$ cat src/rtl/rom_read_arbiter.sv
// Round-robin sharing of a 1-cycle-latency synchronous ROM between NREQ requesters.
// Each accepted read is tagged so its data returns to the issuing requester one cycle later.
module rom_read_arbiter #(
    parameter int NREQ = 2,
    parameter int AW   = 8,
    parameter int DW   = 8
) (
    input  logic                       clk,
    input  logic                       reset,
    input  logic [NREQ-1:0]            req_valid,
    input  logic [NREQ*AW-1:0]         req_addr,
    output logic [NREQ-1:0]            req_ready,
    output logic [AW-1:0]              rom_addr,
    input  logic [DW-1:0]              rom_data,
    output logic [NREQ-1:0]            rsp_valid,
    output logic [DW-1:0]              rsp_data,
    output logic [$clog2(NREQ)-1:0]    dbg_ptr_o
);

    localparam int PW = $clog2(NREQ);

    // Handshake: requester i's read transfers in the cycle req_valid[i] && req_ready[i];
    // req_ready is combinational, one-hot, and never raised for an idle requester.
    logic [PW-1:0]   ptr_q, ptr_d;
    logic [AW-1:0]   last_addr_q;
    logic [NREQ-1:0] tag_q;

    logic [NREQ-1:0] grant;
    logic [PW-1:0]   gidx;
    logic [PW-1:0]   cand;
    logic            found;

    always_comb begin
        grant = '0;
        gidx  = '0;
        cand  = '0;
        found = 1'b0;
        for (int k = 0; k < NREQ; k++) begin
            cand = PW'((int'(ptr_q) + k) % NREQ);
            if (!reset && !found && req_valid[cand]) begin
                found = 1'b1;
                gidx  = cand;
            end
        end
        if (found) begin
            grant[gidx] = 1'b1;
        end
    end

    always_comb begin
        ptr_d = ptr_q;
        if (found) begin
            if (int'(gidx) == NREQ - 1) begin
                ptr_d = '0;
            end else begin
                ptr_d = gidx + 1'b1;
            end
        end
    end

    // Holding the last issued address keeps the ROM input quiet when nobody is granted.
    always_comb begin
        rom_addr = last_addr_q;
        for (int i = 0; i < NREQ; i++) begin
            if (grant[i]) begin
                rom_addr = req_addr[i*AW +: AW];
            end
        end
    end

    always_ff @(posedge clk) begin
        if (reset) begin
            ptr_q       <= '0;
            last_addr_q <= '0;
            tag_q       <= '0;
        end else begin
            ptr_q       <= ptr_d;
            last_addr_q <= rom_addr;
            tag_q       <= grant;
        end
    end

    assign req_ready = grant;
    assign rsp_valid = tag_q;
    assign rsp_data  = rom_data;
    assign dbg_ptr_o = ptr_q;

endmodule

$ cat config.mk
export PLATFORM = sky130hd
export DESIGN_NAME = rom_read_arbiter
export DESIGN_NICKNAME = d
export VERILOG_FILES = /design/src/rtl/rom_read_arbiter.sv
export SDC_FILE = /design/constraint.sdc
export NUM_CORES = 1
export LEC_CHECK = 0
export BUFFER_PORTS_ARGS = -buffer_cell sky130_fd_sc_hd__buf_2
export CAP_MARGIN = 20
export CORE_MARGIN = 10
export CORE_UTILIZATION = 42
export DETAILED_ROUTE_END_ITERATION = 8
export GPL_ROUTABILITY_DRIVEN = 0
export PLACE_DENSITY = 0.78
export SLEW_MARGIN = 20
export SYNTH_ARGS = -nofsm -noshare
export SYNTH_HDL_FRONTEND = slang
export SYNTH_SLANG_ARGS = --single-unit
$ cat constraint.sdc
create_clock -name clk -period 1.5 [get_ports clk]
set_input_delay 0.15 -clock clk [delete_from_list [all_inputs] [get_ports clk]]
set_output_delay 0.15 -clock clk [all_outputs]
set_load 0.005 [all_outputs]
==> impl_results.md, run 1 <==
- Outcome: finished, violations left
- Failing checks: negative setup slack
- Synthesized area per cell: 8.535 um2
- Post-place setup slack: 0.04215 ns
- Hold_buf cts: 0
- Drt via density: 5.357
- TritonCTS Buffers: 3
- Startpoint Class: register
- CORE AREA: 1783 um2
- Final worst slack: -0.1723 ns
- Area of the multi-input gates: 556.8 um2
- Vias in the first global route: 858
- Yosys warns: 0
- Fin crit period: 1.672 ns
- Req. time, crit path: 1.35 ns
- Total gr overflow: 0
- Final Setup Violations: 10
- Met1 wire length: 968 um
- Routed wire length: 2664 um
- Top Layer Used: met4
- Routed wl met3: 179 um
- First-pass GRT wire length: 4112 um
- Root buf cell: clkbuf_4
- Drc violations: 0
- CP Capture Type: output port
- Clk slew on worst S/H paths: 0.08 ns
- Starting DRT DRC Count: 28
- Final Hold Fails: 0
- RSZ-0062 raised after global routing: yes
- Hold Slack: 0.1225 ns
- Post-layout util: 66.25%
- H-tree level count: 1
- # rows: 15
- Chip Height: 63.94 um
- Share of layout cells above drive strength 1: 57.36%
- Chip width: 63.94 um
- Leakage power total: 0.5030 nW
- Period utilization: 111.5%
- # IOs: 49
- GRT Resource Usage Total: 12.49%
- Clock Path Buffers: 2
- Max Cap Viol: 0
- Clk sink count: 11
- Crit Path Category: reg -> out
- DR vias: 825
- Crit path DAT: 1.52 ns
- Worst hold path type: in -> reg
- Cell area after synthesis: 810.8 um2
- Initial core utilization: 45.47%
- Synth cell types: 20
- Die area: 4088 um2
- Drt pass-1 iters: 4
- Area Overhead vs Synth: 45.68%
- Yosys reg bits: 11
- Fmax: 0.5980 GHz
- Worst Tran Pin Value: 0.3554 ns
- Final net count: 158
- Skew final: 0.007992 ns
- Largest net degree at the start of global routing: 12
- Post-synthesis sequential area ratio: 27.16%
- Initial antenna violation count: 0
- Syn_nets: 123
- CTS tree: done
- Reg area: 221.5 um2
- Avg WL per Cell: 17.30 um
- Power per cell area: 729.2 nW/um2
- Met2 wire len: 1427 um
- Skew-Pair Late Insertion Delay: 0.28 ns
- Slew Limit Fails: 0
- Routed Antenna Nets: 0
- Max VDD drop: 365.2 uV
- Placed wire-length estimate: 1789 um
- Post-Syn Instances: 95
- Layout fillers: 150
- Rel. slew slack: 76.18%
- Maximum fanout along the worst path: 5
- # diodes: 0
- Port bufs: 32
-- placed cells by master (no fill, tap or decap) --
cell type  count
a311oi_2       3
buf_8          1
o21bai_1       1
or2_4          1
nor2_2         1
nor3_4         4
buf_2         31
inv_1          1
o21ba_2        1
or2_2          1
dfxtp_1       10
buf_16         1
clkbuf_4       3
a211oi_1       1
inv_6          1
a31oi_4        8
nor3_2         4
a311oi_1       5
bufbuf_16      1
nor2_1         3
nand2b_1       1
buf_6          2
dfxtp_2        1
nand2_1       32
clkbuf_1       1
and2b_2        1
buf_4          8
buf_12         1
-- final cells by class --
| cell class | instances | area share [%] |
|---|---|---|
| Inverter | 2 | 1.059 |
| Clock buffer | 4 | 2.225 |
| Tap cell | 25 | 2.648 |
| Timing Repair Buffer | 45 | 28.18 |
| Sequential cell | 11 | 18.75 |
| Multi-Input combinational cell | 67 | 47.14 |
-- synthesized netlist by cell type --
library cell	number	area (um2)
nor2_1	4	15.01
or2_2	1	6.260
a211oi_1	1	7.510
buf_12	1	20.02
or2_1	1	6.260
a311oi_1	8	70.07
dfxtp_1	11	220.2
inv_1	1	3.750
inv_2	1	3.750
buf_6	1	11.26
nand2b_1	1	6.260
o21bai_1	1	7.510
buf_2	2	10.01
nor3_1	8	40.04
buf_4	9	67.56
buf_1	2	7.510
o21ba_2	1	10.01
nand2_1	32	120.1
and2b_1	1	7.510
a31oi_4	8	170.2
-- repair_timing --
| action | in CTS | in global routing |
|---|---|---|
| gates resized for setup | 16 | 10 |
| gates cloned | 2 | 0 |
| buffers inserted | 2 | 1 |
| pin swaps | 2 | 2 |
| setup endpoints to repair | 10 | 13 |
-- state kept, by name, summed over array words and instances (netlist names) --
signal / count
dbg_ptr_o: 1
rsp_valid: 2
last_addr_q: 8
-- layer usage --
metal	track usage, %	vias up
li1	-	395
met1	12.28	383
met2	22.64	35
met3	2.787	12
met4	8.743	0
met5	0	-
-- path summary, 6_finish.rpt --
check / endpoint / slack, ns / startpoint / cells past startpoint
setup / recovery: rom_addr[2] / -0.17 / dbg_ptr_o / 5
hold / removal: dbg_ptr_o / 0.12 / req_valid[1] / 2
setup reg to reg: last_addr_q[1] / 0.03 / dbg_ptr_o / 4
hold reg to reg: last_addr_q[2] / 0.50 / last_addr_q[2] / 2
-- report_power, final --
part,total (mW),switching (mW),internal [mW]
logic,0.317,0.154,0.163
registers,0.325,0.00986,0.315
clock network,0.219,0.116,0.103
-- kinds of logic (layout without fill, tap and decap cells) --
logic type | count (synthesis) | count (layout) | share of synthesized area (%)
simple gates | 48 | 48 | 24.85
compound gates | 19 | 19 | 32.72
flops | 11 | 11 | 27.16
buf+inv | 17 | 51 | 15.28
-- worst max-delay path, cell delays in order, from the launching register on --
cell and delay, ns:
dfxtp_2 0.34, and2b_2 0.23, or2_4 0.27, buf_12 0.16, a31oi_4 0.11, buf_2 0.13
-- per-stage QoR --
stage / TNS [ns] / power (mW) / instances / instance area (um2)
finish: -1.503 / 0.8613 / 154 / 1181
global route: -1.852 / 0.9085 / 154 / 1181
CTS: -1.582 / 0.8472 / 153 / 1124
detailed placement: 0 / 0.5817 / 145 / 958.4
global placement: 0 / 0.5748 / 145 / 958.4
floorplan: 0 / 0.5020 / 95 / 810.8
No activity file was read; power rests on OpenSTA's default activity.
==> inputs of run 2 (changes only) <==
MAX_ROUTING_LAYER = met4   (was default)
SKIP_CTS_REPAIR_TIMING = 1   (was default)
==> run 2 against run 1 <==
  * The flow still finishes with violations (negative setup slack)
  * Via count down 6.3%
  * Die area unchanged
  * Fmax down 2.5%
  * Core utilization down 7.8 points
  * Hold slack worse by 0.017 ns
  * Largest power group unchanged
==> impl_results.md, run 2 (synthesis gave the netlist of run 1 again) <==
- Final Hold Fails: 0
- Max Cap Viol: 0
- Power per cell area: 787.3 nW/um2
- Layout fillers: 178
- Crit path DAT: 1.56 ns
- Met1 usage: 11.06%
- Skew-Pair Late Insertion Delay: 0.29 ns
- Sequential power share: 39.6%
- Outcome: finished, violations left
- Final Setup Violations: 10
- Clock share of power: 28.0%
- Routed wire length: 2404 um
- Pint: 553.8 uW
- TritonCTS Buffers: 3
- Chip Height: 63.94 um
- Initial antenna violation count: 0
- Layout Cells excl Fill: 151
- Vias in the first global route: 771
- Psw: 266.8 uW
- # rows: 15
- Final worst slack: -0.2146 ns
- H-tree level count: 1
- Share of layout cells above drive strength 1: 50.00%
- Leakage power total: 0.4486 nW
- Setup slack, reg-to-reg: 0.15 ns
- Fmax: 0.5832 GHz
- FF-to-FF Start: dbg_ptr_o
- DR vias: 773
- GRT Resource Usage Total: 11.57%
- Port bufs: 32
- Largest net degree at the start of global routing: 19
- Max reg flops: 8
- Period utilization: 114.3%
- Placed cells: 145
- Worst hold path type: in -> reg
- Final net count: 155
- RSZ-0062 raised after global routing: yes
- Failing checks: negative setup slack
- Clk sink count: 11
- Req. time, crit path: 1.35 ns
- Hold path start: req_valid[1]
- CP Capture Type: output port
- Met2 Resource Use GR: 19.28%
- Clock Path Buffers: 2
- R2R cell count: 4
- Drt via density: 5.119
- Fin crit period: 1.715 ns
- Slew Limit Fails: 0
- First-pass GRT wire length: 3650 um
- Reg2reg end: last_addr_q[7]
- Initial core utilization: 45.47%
- Rel. slew slack: 65.56%
- Area Overhead vs Synth: 28.55%
- Worst Tran Pin Value: 0.5126 ns
- Most frequent cells in the layout: nand2_1 (32), buf_2 (32), dfxtp_1 (10)
- CORE AREA: 1783 um2
- GRT busiest layer: met2
- Clk slew on worst S/H paths: 0.08 ns
- Placed wire-length estimate: 1789 um
- Drt pass-1 iters: 4
- Post-layout util: 58.46%
- Maximum fanout along the worst path: 9
- Post-place setup slack: 0.04215 ns
- Placed Area: 958.4 um2
- Root buf cell: clkbuf_4
- Sw Ratio: 32.51%
- Drc violations: 0
- Max VDD drop: 366.8 uV
- Largest reg by FF count: last_addr_q
- Finished Cell Area: 1042 um2
- Pwr Total: 820.6 uW
- Total gr overflow: 0
- # diodes: 0
- Die area: 4088 um2
- Worst Hold End: dbg_ptr_o
- Gate power share: 32.4%
- CTS tree: done
- Routed Antenna Nets: 0
- Starting DRT DRC Count: 17
- Skew final: 0.004904 ns
- Avg WL per Cell: 15.92 um
- Startpoint Class: register
- Chip width: 63.94 um
- Routing usage on met3: 3.833%
- # IOs: 49
- Hold path depth: 2
- Crit Path Category: reg -> out
## run 2: cell types whose count changed in the layout (fill, tap and decap cells not counted), moves of 2 or more
cell      delta
a311oi_1     +3
nor3_1       +4
a311oi_2     -3
nor3_4       -4
buf_6        -2
## run 2: metal layers
metal	vias up	wire (um)
li1	387	-
met2	23	1261
met4	0	61
met5	-	0
met1	355	930
met3	8	151
## run 2: final cells by class
cell class	count	area, um2	share of cell area [%]
Timing Repair Buffer	42	265.3	25.45
Multi-Input combinational cell	67	490.5	47.06
Inverter	2	7.507	0.7203
Tap cell	25	31.28	3.001
Sequential cell	11	221.5	21.25
Clock buffer	4	26.28	2.521
## run 2: power by group through the flow
stage	Combinational [mW]	Clock, mW	Sequential (mW)
4_1_cts	0.251	0.224	0.325
3_5_place_dp	0.249	0	0.332
3_3_place_gp	0.244	0	0.331
5_1_grt	0.290	0.249	0.329
2_1_floorplan	0.171	0	0.331
6_report	0.266	0.230	0.325
## run 2: how the worst max path moves through the flow
stage,slack (ns),start,end
3_3_place_gp,0.11,dbg_ptr_o,rom_addr[3]
3_5_place_dp,0.04,dbg_ptr_o,rom_addr[3]
5_1_grt,-0.26,dbg_ptr_o,rom_addr[3]
4_1_cts,-0.28,dbg_ptr_o,rom_addr[3]
2_1_floorplan,0.05,dbg_ptr_o,rom_addr[0]
6_report,-0.21,dbg_ptr_o,rom_addr[2]
## run 2: critical path: stages, from the launching register on
cell	delay (ns)
dfxtp_2	0.34
and2b_2	0.25
or2_4	0.26
buf_12	0.17
a31oi_4	0.12
buf_2	0.13
## run 2: per-stage QoR
stage               TNS (ns)  hold WS (ns)
CTS                   -2.430        0.1196
finish                -1.988        0.1055
global route          -2.461        0.1076
floorplan                  0        0.2490
detailed placement         0        0.3000
global placement           0        0.3000
==> inputs of run 3 (changes only) <==
ABC_AREA = 1   (was default)
CORE_UTILIZATION = 40   (was 42)
PLACE_DENSITY = 0.77   (was 0.78)
TNS_END_PERCENT = 1   (was default)
==> run 3 against run 2 <==
  * Global-route usage shrank 2.9 points
  * Critical endpoint is now rom_addr[1]
  * Design area shrank 14%
  * The flow now finishes without violations
  * Non-clock buffer count shrank 7
==> impl_results.md, run 3 <==
- Total gr overflow: 0
- Req. time, crit path: 1.35 ns
- Predominant post-synthesis flop cell: dfxtp_1
- Yosys reg bits: 11
- Worst Tran Pin Value: 0.1603 ns
- Yosys warns: 0
- Sw Ratio: 30.95%
- Critical path's largest stage delay: 0.32 ns
- Max reg flops: 8
- Psw: 234.2 uW
- Initial antenna violation count: 0
- Period utilization: 96.74%
- # rows: 15
- Dominant cells by area after synthesis: dfxtp_1 (30%), nand2_1 (8.7%), nand3_1 (8.2%), buf_4 (8.2%), inv_1 (7.2%)
- Largest net degree at the start of global routing: 15
- Clk sink count: 11
- Area Overhead vs Synth: 22.05%
- Post-synth top area share: 30.09%
- Most frequent cells in the layout: buf_2 (32), nand2_1 (16), inv_1 (13), nand3_1 (11), dfxtp_1 (10)
- Root buf cell: clkbuf_4
- Post-synth top cells: nand2_1 (17), inv_1 (14), nand3_1 (12)
- Crit Path Category: reg -> out
- Drc violations: 0
- Routed Antenna Nets: 0
- Outcome: finished clean
- Skew-Pair Late Insertion Delay: 0.27 ns
- GRT Resource Usage Total: 8.709%
- Skew final: 0.003337 ns
- Clk slew on worst S/H paths: 0.07 ns
- Layout Cells excl Fill: 148
- Port bufs: 32
- Worst path depth: 8
- Final Setup Violations: 0
- Placed wire-length estimate: 1399 um
- RSZ-0062 raised after global routing: yes
- Most common cell after layout, fill and taps aside: buf_2
- Crit path DAT: 1.30 ns
- Syn_nets: 124
- Critical-path cell with the highest stage delay: dfxtp_2
- Placed Area: 825.8 um2
- TritonCTS Buffers: 3
- Setup TNS: 0 ns
- # diodes: 0
- Worst hold path type: in -> reg
- Synth cell types: 16
- CP Capture Type: output port
- Vias in the first global route: 628
- Critical Path Sink: rom_addr[1]
- First-pass GRT wire length: 2753 um
- Final net count: 152
- DR vias: 670
- Maximum fanout along the worst path: 8
- Pint: 522.3 uW
- Drt via density: 4.527
- Placed cells: 142
- H-tree level count: 1
- Count leader, synth: nand2_1
- Max VDD drop: 619.4 uV
- Clock share of power: 27.8%
- Fin crit period: 1.451 ns
- Share of layout cells above drive strength 1: 49.59%
- Clock Path Buffers: 2
- Synthesized area per cell: 7.625 um2
- Hold Slack: 0.1319 ns
- Post-synthesis sequential area ratio: 30.09%
- Post-place setup slack: 0.1740 ns
- Gate power share: 29.5%
- Area leader, netlist: dfxtp_1
- CP delay by family, top: buffers and inverters
- CP Launch Point: dbg_ptr_o
- Slew Limit Fails: 0
- Chip width: 62.78 um
- Avg WL per Cell: 12.28 um
- R2R cell count: 8
- Largest reg by FF count: last_addr_q
- FF-to-FF Start: dbg_ptr_o
- Starting DRT DRC Count: 15
- Rel. slew slack: 89.28%
- CTS tree: done
- Initial core utilization: 42.39%
- Leakage power total: 0.5076 nW
- Cell area after synthesis: 732.0 um2
- Setup slack, reg-to-reg: 0.38 ns
- Chip Height: 62.78 um
- Startpoint Class: register
- Final Hold Fails: 0
- # IOs: 49
- Power per cell area: 846.8 nW/um2
- Fmax: 0.6891 GHz
- CORE AREA: 1727 um2
- Sequential power share: 42.8%
- Async SR Flop Fraction: 0%
- Die area: 3941 um2
- WP buf/inv: 4
- Finished Cell Area: 893.4 um2
- Final worst slack: 0.04883 ns
- Reg2reg end: last_addr_q[1]
- Post-synth EDFFs: 0
- CP cell instances: inv_2, nand2_4, nand3_4, buf_12, nand3_2, nand2_1, inv_1, buf_2
- Routed wire length: 1818 um
- Drt pass-1 iters: 4
- Post-Syn Instances: 96
- Max Cap Viol: 0
-- run 3: changes by cell type after synthesis, moves of 4 or more --
| cell | before | now |
|---|---|---|
| a311oi_1 | 8 | 0 |
| nand3_2 | 0 | 4 |
| a21oi_2 | 0 | 4 |
| nand2_1 | 32 | 17 |
| inv_1 | 1 | 14 |
| nand2_2 | 0 | 5 |
| nor3_1 | 8 | 0 |
| nand3_1 | 0 | 12 |
| a31oi_4 | 8 | 0 |
-- run 3: area by class of cell --
class / instances / area (um2)
well taps: 25 / 31.28
fillers: 182 / 833.3
repair buffers: 35 / 195.2
multi-input cells: 57 / 344.1
flip-flops and latches: 11 / 221.5
inverters: 16 / 75.07
clock buffers: 4 / 26.28
-- run 3: power by group through the flow --
stage	sequential [mW]	clock [mW]	combinational, mW
after floorplan	0.329	0	0.151
after global placement	0.329	0	0.204
after detailed placement	0.330	0	0.208
after CTS	0.323	0.212	0.209
after global routing	0.326	0.219	0.247
final	0.323	0.210	0.223
-- run 3: routing by layer --
layer | part of all wire [%] | track usage, % | wire, um | vias to the layer above
li1 | - | - | - | 339
met1 | 40 | 8.073 | 724 | 293
met2 | 51 | 15.13 | 935 | 33
met3 | 6.2 | 2.330 | 112 | 5
met4 | 2.5 | 6.425 | 46 | 0
met5 | 0 | - | 0 | -
-- run 3: worst min path at each step --
stage / from / endpoint / slack, ns / depth (start not counted)
3_3_place_gp: rom_data[2] / rsp_data[2] / 0.30 / 0
6_report: req_addr[14] / last_addr_q[6] / 0.13 / 3
3_5_place_dp: rom_data[2] / rsp_data[2] / 0.30 / 0
2_1_floorplan: req_addr[10] / last_addr_q[2] / 0.31 / 2
5_1_grt: req_addr[15] / last_addr_q[7] / 0.14 / 3
4_1_cts: req_addr[14] / last_addr_q[6] / 0.13 / 3
-- run 3: logic make-up (layout without fill, tap and decap cells) --
| kind of cell | Yosys count | in the layout | synth area share (%) |
|---|---|---|---|
| AOI/OAI and AO/OA | 7 | 7 | 6.837 |
| and+or+nand+nor | 50 | 50 | 38.46 |
| DFF | 11 | 11 | 30.09 |
| buffers and inverters | 28 | 55 | 24.62 |
-- run 3: worst min-delay path: cells and delay by family --
family / cells / cell delay [ns]
AND/OR/NAND/NOR: 1 / 0.07
AO/OA/AOI/OAI: 1 / 0.05
buffers and inverters: 1 / 0.10
-- run 3: per-stage QoR --
stage / util (%) / power [mW]
after global placement: 47.83 / 0.5327
after detailed placement: 47.83 / 0.5379
after floorplan: - / 0.4806
after CTS: 49.35 / 0.7443
final: 51.74 / 0.7565
after global routing: 51.74 / 0.7919
